### src/rtl/mips_io_pkg.sv
// Shared constants and types for the memory-mapped UART transmitter.
// Register offsets, STATUS bit positions and TX FSM states.
package mips_io_pkg;
  localparam logic [3:0] TXDATA_OFS = 4'h0;
  localparam logic [3:0] STATUS_OFS = 4'h4;

  localparam int BUSY  = 0;
  localparam int FULL  = 1;
  localparam int EMPTY = 2;
  localparam int OVF   = 3;

  typedef enum logic [1:0] {
    IDLE,
    START,
    DATA,
    STOP
  } tx_state_t;
endpackage

### src/rtl/sync_fifo.sv
// Single-clock show-ahead FIFO; a push while full is taken only
// when a pop is accepted in the same cycle.
module sync_fifo #(
  parameter int WIDTH = 8,
  parameter int DEPTH = 8
) (
  input  logic                     clk,
  input  logic                     reset,
  input  logic                     push,
  input  logic [WIDTH-1:0]         din,
  input  logic                     pop,
  output logic [WIDTH-1:0]         dout,
  output logic                     full,
  output logic                     empty,
  output logic [$clog2(DEPTH):0]   count
);
  localparam int AW = $clog2(DEPTH);

  logic [WIDTH-1:0] mem_q [DEPTH];
  logic [AW-1:0]    wptr_q, rptr_q;
  logic [AW:0]      cnt_q, cnt_d;
  logic             do_push, do_pop;

  assign full    = (cnt_q == (AW+1)'(DEPTH));
  assign empty   = (cnt_q == '0);
  assign count   = cnt_q;
  assign dout    = mem_q[rptr_q];
  assign do_pop  = pop & ~empty;
  assign do_push = push & (~full | do_pop);

  always_comb begin
    cnt_d = cnt_q;
    unique case ({do_push, do_pop})
      2'b10:   cnt_d = cnt_q + (AW+1)'(1);
      2'b01:   cnt_d = cnt_q - (AW+1)'(1);
      default: cnt_d = cnt_q;
    endcase
  end

  always_ff @(posedge clk) begin
    if (reset) begin
      wptr_q <= '0;
      rptr_q <= '0;
      cnt_q  <= '0;
    end else begin
      if (do_push) wptr_q <= wptr_q + AW'(1);
      if (do_pop)  rptr_q <= rptr_q + AW'(1);
      cnt_q <= cnt_d;
    end
  end

  always_ff @(posedge clk) begin
    if (do_push) mem_q[wptr_q] <= din;
  end
endmodule

### src/rtl/mmio_uart_tx.sv
// Memory-mapped 8N1 serial transmitter sitting beside data memory;
// decodes the I/O window, queues bytes and shifts them out.
module mmio_uart_tx #(
  parameter int          CLKS_PER_BIT = 16,
  parameter int          FIFO_DEPTH   = 8,
  parameter logic [31:0] BASE_ADDR    = 32'hFFFF_FFF0
) (
  input  logic        clk,
  input  logic        reset,
  input  logic [31:0] addr,
  input  logic [31:0] wdata,
  input  logic        mem_write,
  output logic [31:0] rdata,
  output logic        io_sel,
  output logic        dmem_we,
  output logic        tx,
  output logic        tx_busy
);
  import mips_io_pkg::*;

  localparam int CW = $clog2(CLKS_PER_BIT);
  localparam int FW = $clog2(FIFO_DEPTH);

  tx_state_t   state_q, state_d;
  logic [CW-1:0] cnt_q, cnt_d;
  logic [2:0]  bit_q, bit_d;
  logic [7:0]  shift_q, shift_d;
  logic        tx_q, tx_d;
  logic        ovf_q, ovf_d;

  logic        wr_tx, wr_st, pop, drop, last;
  logic        f_full, f_empty;
  logic [7:0]  f_dout;
  logic [FW:0] f_cnt;
  logic [3:0]  status;
  logic        unused_ok;

  assign io_sel  = (addr[31:4] == BASE_ADDR[31:4]);
  assign dmem_we = mem_write & ~io_sel;
  assign wr_tx   = mem_write & io_sel & (addr[3:0] == TXDATA_OFS);
  assign wr_st   = mem_write & io_sel & (addr[3:0] == STATUS_OFS);
  // A full FIFO still accepts a byte when the FSM drains one this cycle.
  assign drop    = wr_tx & f_full & ~pop;

  assign tx_busy = (state_q != IDLE) | ~f_empty;
  assign tx      = tx_q;

  always_comb begin
    status        = '0;
    status[BUSY]  = tx_busy;
    status[FULL]  = f_full;
    status[EMPTY] = f_empty;
    status[OVF]   = ovf_q;
    rdata         = '0;
    if (io_sel && addr[3:0] == STATUS_OFS) rdata = {28'b0, status};
  end

  assign unused_ok = ^{wdata[31:8], f_cnt};

  sync_fifo #(
    .WIDTH (8),
    .DEPTH (FIFO_DEPTH)
  ) u_fifo (
    .clk   (clk),
    .reset (reset),
    .push  (wr_tx),
    .din   (wdata[7:0]),
    .pop   (pop),
    .dout  (f_dout),
    .full  (f_full),
    .empty (f_empty),
    .count (f_cnt)
  );

  assign last = (cnt_q == CW'(CLKS_PER_BIT - 1));

  always_comb begin
    state_d = state_q;
    cnt_d   = cnt_q;
    bit_d   = bit_q;
    shift_d = shift_q;
    pop     = 1'b0;
    unique case (state_q)
      IDLE: begin
        if (!f_empty) begin
          pop     = 1'b1;
          shift_d = f_dout;
          cnt_d   = '0;
          state_d = START;
        end
      end
      START: begin
        if (last) begin
          cnt_d   = '0;
          bit_d   = '0;
          state_d = DATA;
        end else cnt_d = cnt_q + CW'(1);
      end
      DATA: begin
        if (last) begin
          cnt_d   = '0;
          shift_d = {1'b0, shift_q[7:1]};
          if (bit_q == 3'd7) state_d = STOP;
          else bit_d = bit_q + 3'd1;
        end else cnt_d = cnt_q + CW'(1);
      end
      STOP: begin
        if (last) begin
          cnt_d   = '0;
          state_d = IDLE;
        end else cnt_d = cnt_q + CW'(1);
      end
      default: state_d = IDLE;
    endcase
  end

  // Line level follows the state being entered so tx stays registered.
  always_comb begin
    unique case (state_d)
      START:   tx_d = 1'b0;
      DATA:    tx_d = shift_d[0];
      default: tx_d = 1'b1;
    endcase
  end

  always_comb begin
    ovf_d = ovf_q;
    if (wr_st && wdata[OVF]) ovf_d = 1'b0;
    if (drop) ovf_d = 1'b1;
  end

  always_ff @(posedge clk) begin
    if (reset) begin
      state_q <= IDLE;
      cnt_q   <= '0;
      bit_q   <= '0;
      shift_q <= '0;
      tx_q    <= 1'b1;
      ovf_q   <= 1'b0;
    end else begin
      state_q <= state_d;
      cnt_q   <= cnt_d;
      bit_q   <= bit_d;
      shift_q <= shift_d;
      tx_q    <= tx_d;
      ovf_q   <= ovf_d;
    end
  end
endmodule
### config.mk
export PLATFORM = sky130hd
export DESIGN_NAME = mmio_uart_tx
export DESIGN_NICKNAME = d
export VERILOG_FILES = /design/src/rtl/mips_io_pkg.sv /design/src/rtl/sync_fifo.sv /design/src/rtl/mmio_uart_tx.sv
export SDC_FILE = /design/constraint.sdc
export NUM_CORES = 1
export LEC_CHECK = 0
export ABC_AREA = 1
export ABC_CLOCK_PERIOD_IN_PS = 2100
export CORE_MARGIN = 2
export CORE_UTILIZATION = 45
export DETAILED_ROUTE_END_ITERATION = 12
export GPL_ROUTABILITY_DRIVEN = 0
export HOLD_SLACK_MARGIN = 0.15
export PLACE_DENSITY_LB_ADDON = 0.3
export SLEW_MARGIN = 10
export SYNTH_ARGS = -nofsm -noshare
export SYNTH_HDL_FRONTEND = slang
export SYNTH_SLANG_ARGS = --single-unit
### constraint.sdc
create_clock -name clk -period 2.1 [get_ports clk]
set_input_delay 0.315 -clock clk [delete_from_list [all_inputs] [get_ports clk]]
set_output_delay 0.315 -clock clk [all_outputs]
set_load 0.01 [all_outputs]
==> impl_metrics.csv, run 1 <==
group,metric,value,unit
setup_path,end_kind,"flop",
logic_synthesis,synth_edf_count,64,
logic_synthesis,yosysMostFrequentCell,"nor2_1",
logic_synthesis,synthTopCellsByArea,"edfxtp_1 43%, dfxtp_1 14%, nor2_1 6.4%",
clock_tree,cts_buffers,9,
timing,setup_tns,0,ns
layout,fin_nets,614,
drt,via_per_inst,4.818,
setup_path,crit_cells,13,
global_routing,gr-usage-met3,4.010,%
place,post-dp-hpwl,6015,um
setup_path,cpPeakStageDelay,0.39,ns
power_and_ir_drop,vdd_ir_drop_max,0.4690,mV
setup_path,r2r-end,"u_fifo.count[2]",
timing,drv_slew,0,
worst_hold_path,hold_depth,2,
logic_synthesis,async_flop_share,0,%
setup_path,endpoint,"u_fifo.count[2]",
layout,fillers,841,
global_routing,overflow,0,
timing,final-hold-violation-count,0,
global_routing,grt_pass1_wl,14230,um
timing,fmax,497.8,MHz
global_routing,track_usage,16.49,%
clock_tree,clk_pin_slew_worst_paths,0.10,ns
clock_tree,insertion_delay,0.35,ns
power_and_ir_drop,power.density,1034,nW/um2
timing,final.setup_skew,0.01385,ns
timing,setup_viol,0,
timing,slew_headroom,64.13,%
place,placement.io_buffers,50,
drt,vias,3262,
global_routing,grt_use_met1,19.60,%
logic_synthesis,synth_top_area_share,42.70,%
logic_synthesis,synth.cell_area,4501,um2
setup_path,arrival,2.27,ns
clock_tree,cts_tree,"built",
setup_path,worst_setup_path_start_kind,"input port",
setup_path,critical-path-top-delay-family,"simple AND/OR/NAND/NOR gates",
drt,drt-pass1-iter-count,4,
clock_tree,root_buffer,"clkbuf_8",
logic_synthesis,ys_seq_area_share,56.94,%
clock_tree,clock-sinks,96,
floorplan,die_height,104.0,um
logic_synthesis,ys.warnings.count,0,
setup_path,path_cells,"clkdlybuf4s50_1 > nor2_1 > and3_1 > nand3_2 > nor2_4 > inv_2 > ha_4 > xor2_2 > ha_1 > a21oi_2 > xnor2_1 > o21ai_1 > inv_1",
layout,drive_above_1_share,15.99,%
drt,drc,0,
floorplan,rows,36,
drt,routed_wl,8890,um
drt,drt_iter0_drc,198,
logic_synthesis,ys_ff_latch,96,
logic_synthesis,synthCells,464,
clock_tree,htreeDepth,3,
setup_path,critPathLaunch,"addr[1]",
logic_synthesis,synthFlopType,"edfxtp_1",
setup_path,worstPathRequired,2.36,ns
setup_path,critical_path_buf_inv_count,3,
logic_synthesis,synth_common_cells,"77 x nor2_1, 64 x edfxtp_1, 53 x nand2_1",
logic_synthesis,syn_area_per_cell,9.699,um2
floorplan,io_pins,103,
floorplan,core_area,9729,um2
setup_path,rr_worst_depth,12,
worst_hold_path,hold_class,"flop to flop",
global_routing,grt.met2_usage,29.23,%
job,drv_cap,0,
logic_synthesis,yosys.area.top_type,"edfxtp_1",
timing,post-route-period-util,95.66,%
layout,area_growth,22.21,%
timing,rsz0062_at_grt,"no",
timing,tightest_slew,0.5372,ns
setup_path,path_class,"input port to flop",
global_routing,grt_max_degree,33,
global_routing,grt_pass1_vias,3051,
setup_path,reg2reg_from,"u_fifo.count[0]",
clock_tree,cts_buffer_depth,2,
power_and_ir_drop,finalPower,5685,uW
place,numPlacedInstances,656,
power_and_ir_drop,p_leak,0.002310,uW
setup_path,ff2ff_setup_slack,0.16,ns
layout,antennaDiodeCount,0,
timing,period_minus_slack,2.009,ns
drt,ant_nets,0,
floorplan,start_util,46.26,%
outcome,status,"complete, no violations",
layout,fin_cells,677,
setup_path,worstPathMaxFanout,3,
logic_synthesis,synth_cell_types,37,
drt,wl_per_cell,13.13,um
setup_path,crit_path_top_delay_cell,"clkdlybuf4s50_1",
global_routing,antenna_found_initial,0,
floorplan,die_area,10820,um2
global_routing,busiest_layer,"met2",
floorplan,fp.dieW,104.0,um
[per-stage QoR]
step	area, um2	setup slack, ns	hold WS [ns]	utilization, %
floorplan	4602	0.1057	0.3841	-
global placement	5157	-0.3388	0.4511	53.01
detailed placement	5157	-0.4090	0.4527	53.01
CTS	5389	0.004185	0.4656	55.39
global route	5500	0.002970	0.4915	56.53
finish	5500	0.09117	0.4610	56.53
[worst min-delay path, cell delays in order (launching register included)]
cell and delay (ns):
dfxtp_1 0.32, nand2_1 0.06, a21oi_1 0.05
[repair_timing]
item	4_1_cts	5_1_grt
pin swaps	0	28
resized for setup	12	44
hold buffers	0	0
setup endpoints to repair	7	8
buffers inserted	4	1
[layout by cell type, fill, tap and decap left out, types with 19 or more instances in the layout]
cell,synthesis,final
nand2_1,53,51
nor2_1,77,74
dlymetal6s2s_1,0,25
inv_1,36,35
buf_4,33,28
nand3_1,23,22
clkdlybuf4s50_1,0,19
dfxtp_1,32,30
conb_1,1,28
a21oi_1,22,21
edfxtp_1,64,64
o21ai_0,32,31
[report_power, final]
part           switching, uW  leakage, uW  internal (uW)  total (uW)
logic                   1290      0.00137            849        2140
clock network            648     0.000102            564        1210
registers                146     0.000838           2190        2340
[cell families (layout without fill, tap and decap cells)]
logic type	Yosys count	after routing	share of synthesized area, %
xor gates and xnor gates	4	4	0.7786
AOI/OAI and AO/OA	85	85	10.81
adders and majority gates	8	8	2.224
and+or+nand+nor	184	184	18.99
DFF	96	96	56.94
buffers and inverters	86	139	10.18
other	1	28	0.08332
[state kept, by name (all words and copies together), names as in the netlist, named ones only]
register,flops
shift_q,8
u_fifo.count,4
state_q,2
cnt_q,4
u_fifo.mem_q,64
u_fifo.rptr_q,3
ovf_q,1
tx,1
bit_q,3
u_fifo.wptr_q,3
[worst min-delay path by stage]
stage          startpoint         end  slack [ns]
2_1_floorplan       reset  shift_q[1]        0.38
3_3_place_gp        ovf_q       ovf_q        0.45
3_5_place_dp        ovf_q       ovf_q        0.45
4_1_cts             ovf_q       ovf_q        0.47
5_1_grt             ovf_q       ovf_q        0.49
6_report            ovf_q       ovf_q        0.46
[per-layer routing]
layer | wire (um) | vias up
met5 | 0 | -
met4 | 195 | 0
met3 | 445 | 22
met2 | 4473 | 65
met1 | 3776 | 1519
li1 | - | 1656
[area by class of cell]
class	count	area, um2	share of cell area, %
clock inverter	7	75.07	1.365
tap	133	166.4	3.025
multi-input combinational	309	1640	29.82
clock buffer	9	123.9	2.252
sequential	96	2565	46.63
inverter	45	173.9	3.162
timing repair buffer	78	755.7	13.74
No activity file was read; power rests on OpenSTA's default activity.
==> run 2: changes to the inputs <==
--- a/config.mk
+++ b/config.mk
@@ -6,9 +6,9 @@
 export NUM_CORES = 1
 export LEC_CHECK = 0
 export ABC_AREA = 1
-export ABC_CLOCK_PERIOD_IN_PS = 2100
+export ABC_CLOCK_PERIOD_IN_PS = 1950
 export CORE_MARGIN = 2
-export CORE_UTILIZATION = 45
+export CORE_UTILIZATION = 50
 export DETAILED_ROUTE_END_ITERATION = 12
 export GPL_ROUTABILITY_DRIVEN = 0
 export HOLD_SLACK_MARGIN = 0.15
==> constraint.sdc (replaced) <==
create_clock -name clk -period 1.95 [get_ports clk]
set_input_delay 0.2925 -clock clk [delete_from_list [all_inputs] [get_ports clk]]
set_output_delay 0.2925 -clock clk [all_outputs]
set_load 0.01 [all_outputs]
==> impl_metrics.csv, run 2 (synthesis gave the netlist of run 1 again) <==
group,metric,value,unit
power_and_ir_drop,p_leak,0.002176,uW
layout,area_growth,20.21,%
setup_path,end_kind,"flop",
layout,final_area,5410,um2
power_and_ir_drop,vdd_ir_drop_max,0.8218,mV
clock_tree,insertion_delay,0.37,ns
layout,regMostFlops,"u_fifo.mem_q",
clock_tree,cts_buffer_depth,2,
layout,drive_above_1_share,16.54,%
setup_path,worstPathMaxFanout,5,
timing,post-route-period-util,95.27,%
global_routing,track_usage,19.35,%
clock_tree,cts_buffers,9,
place,place_ws,-0.4937,ns
drt,ant_nets,0,
drt,drt_iter0_drc,211,
floorplan,start_util,51.61,%
floorplan,fp.dieW,98.88,um
place,post-dp-hpwl,6413,um
floorplan,io_pins,103,
power_and_ir_drop,power.density,1150,nW/um2
setup_path,path_class,"flop to flop",
worst_hold_path,worstHoldStart,"addr[2]",
place,placed_area,5164,um2
setup_path,critPathLaunch,"u_fifo.count[1]",
layout,layout_commonest_cell,"nor2_1",
clock_tree,cts_tree,"built",
clock_tree,clock-sinks,96,
timing,fmax,538.3,MHz
timing,setup_tns,0,ns
layout,final_cell_mix,"75 x nor2_1, 64 x edfxtp_1, 53 x nand2_1",
floorplan,core_area,8721,um2
drt,vias,3266,
floorplan,rows,34,
layout,final_util,62.04,%
timing,tightest_slew,0.5356,ns
clock_tree,postCtsHoldBufs,0,
timing,final-hold-violation-count,0,
floorplan,die_height,98.88,um
clock_tree,htreeDepth,3,
outcome,status,"complete, no violations",
timing,rsz0062_at_grt,"yes",
layout,reg_top3,"u_fifo.mem_q x64, shift_q x8",
global_routing,antenna_found_initial,0,
timing,period_minus_slack,1.858,ns
timing,fin_ws,0.09217,ns
timing,slew_headroom,64.24,%
global_routing,overflow,0,
drt,via_per_inst,5.009,
layout,fin_nets,614,
layout,antennaDiodeCount,0,
global_routing,grt_pass1_vias,3119,
setup_path,arrival,2.13,ns
drt,wl_per_cell,14.09,um
floorplan,die_area,9776,um2
global_routing,grt_pass1_wl,14790,um
drt,drt-pass1-iter-count,6,
setup_path,worstPathRequired,2.23,ns
timing,final.setup_skew,0.01656,ns
drt,routed_wl,9189,um
timing,drv_slew,0,
timing,setup_viol,0,
job,drv_cap,0,
global_routing,grt_max_degree,33,
clock_tree,clk_pin_slew_worst_paths,0.10,ns
place,placement.io_buffers,50,
drt,drc,0,
timing,holdWs,0.4423,ns
worst_hold_path,hold_class,"input port to flop",
clock_tree,root_buffer,"clkbuf_8",
layout,largest_register_ffs,64,
setup_path,reg2reg_from,"u_fifo.count[1]",
setup_path,worst_setup_path_start_kind,"flop",
[run 2: cell count changes in the layout (fill, tap and decap cells not counted), moves of 2 or more]
cell,delta
dlygate4sd2_1,+27
dlymetal6s2s_1,-19
clkdlybuf4s50_1,-8
clkbuf_2,-2
clkinv_1,-2
nand2_1,+2
nand2_2,-2
[run 2: report_power, final]
group	leakage, uW	internal, uW	switching, uW
Combinational	0.00123	925	1420
Clock	0.000111	633	763
Sequential	0.000838	2360	126
[run 2: timing repair]
| item | CTS | global route |
|---|---|---|
| endpoints found under the setup margin | 15 | 13 |
| resized for setup | 47 | 14 |
| gates cloned | 0 | 0 |
| pin swaps | 31 | 13 |
| setup buffers | 2 | 0 |
| endpoints found under the hold margin | 0 | 0 |
[run 2: worst max-delay path, stage by stage (launching register included)]
cell     delay (ns)
dfxtp_2        0.34
nor2_2         0.13
buf_4          0.14
nand2_4        0.07
nand2_4        0.11
inv_2          0.07
ha_4           0.18
xor2_2         0.15
ha_2           0.18
a21oi_2        0.12
xnor2_1        0.08
o21ai_1        0.14
inv_1          0.05
[run 2: cell type report]
cell class / instances / area (um2)
Clock inverter: 7 / 95.09
Multi-Input combinational cell: 309 / 1635
Clock buffer: 9 / 123.9
Sequential cell: 96 / 2566
Inverter: 45 / 173.9
Fill cell: 707 / 3311
Tap cell: 108 / 135.1
Timing Repair Buffer: 78 / 680.7
[run 2: worst paths after layout]
check	end	slack, ns	cells after the start
worst min-delay path	ovf_q	0.44	6
worst min register to register	flop	0.47	2
worst max register to register	u_fifo.count[2]	0.09	12
worst max-delay path	u_fifo.count[2]	0.09	12
[run 2: metal layers]
layer,global-route usage [%],vias to the layer above,share of wire (%)
met5,0,-,0
met4,5.269,0,0.64
met3,4.468,8,3.8
met2,34.41,69,53
met1,23.58,1528,43
li1,-,1661,-
[run 2: per-stage QoR]
step / total power [uW] / cells
after global routing: 6637 / 652
after detailed placement: 4807 / 634
after CTS: 6212 / 652
after global placement: 4726 / 634
final: 6223 / 652
after floorplan: 4162 / 491
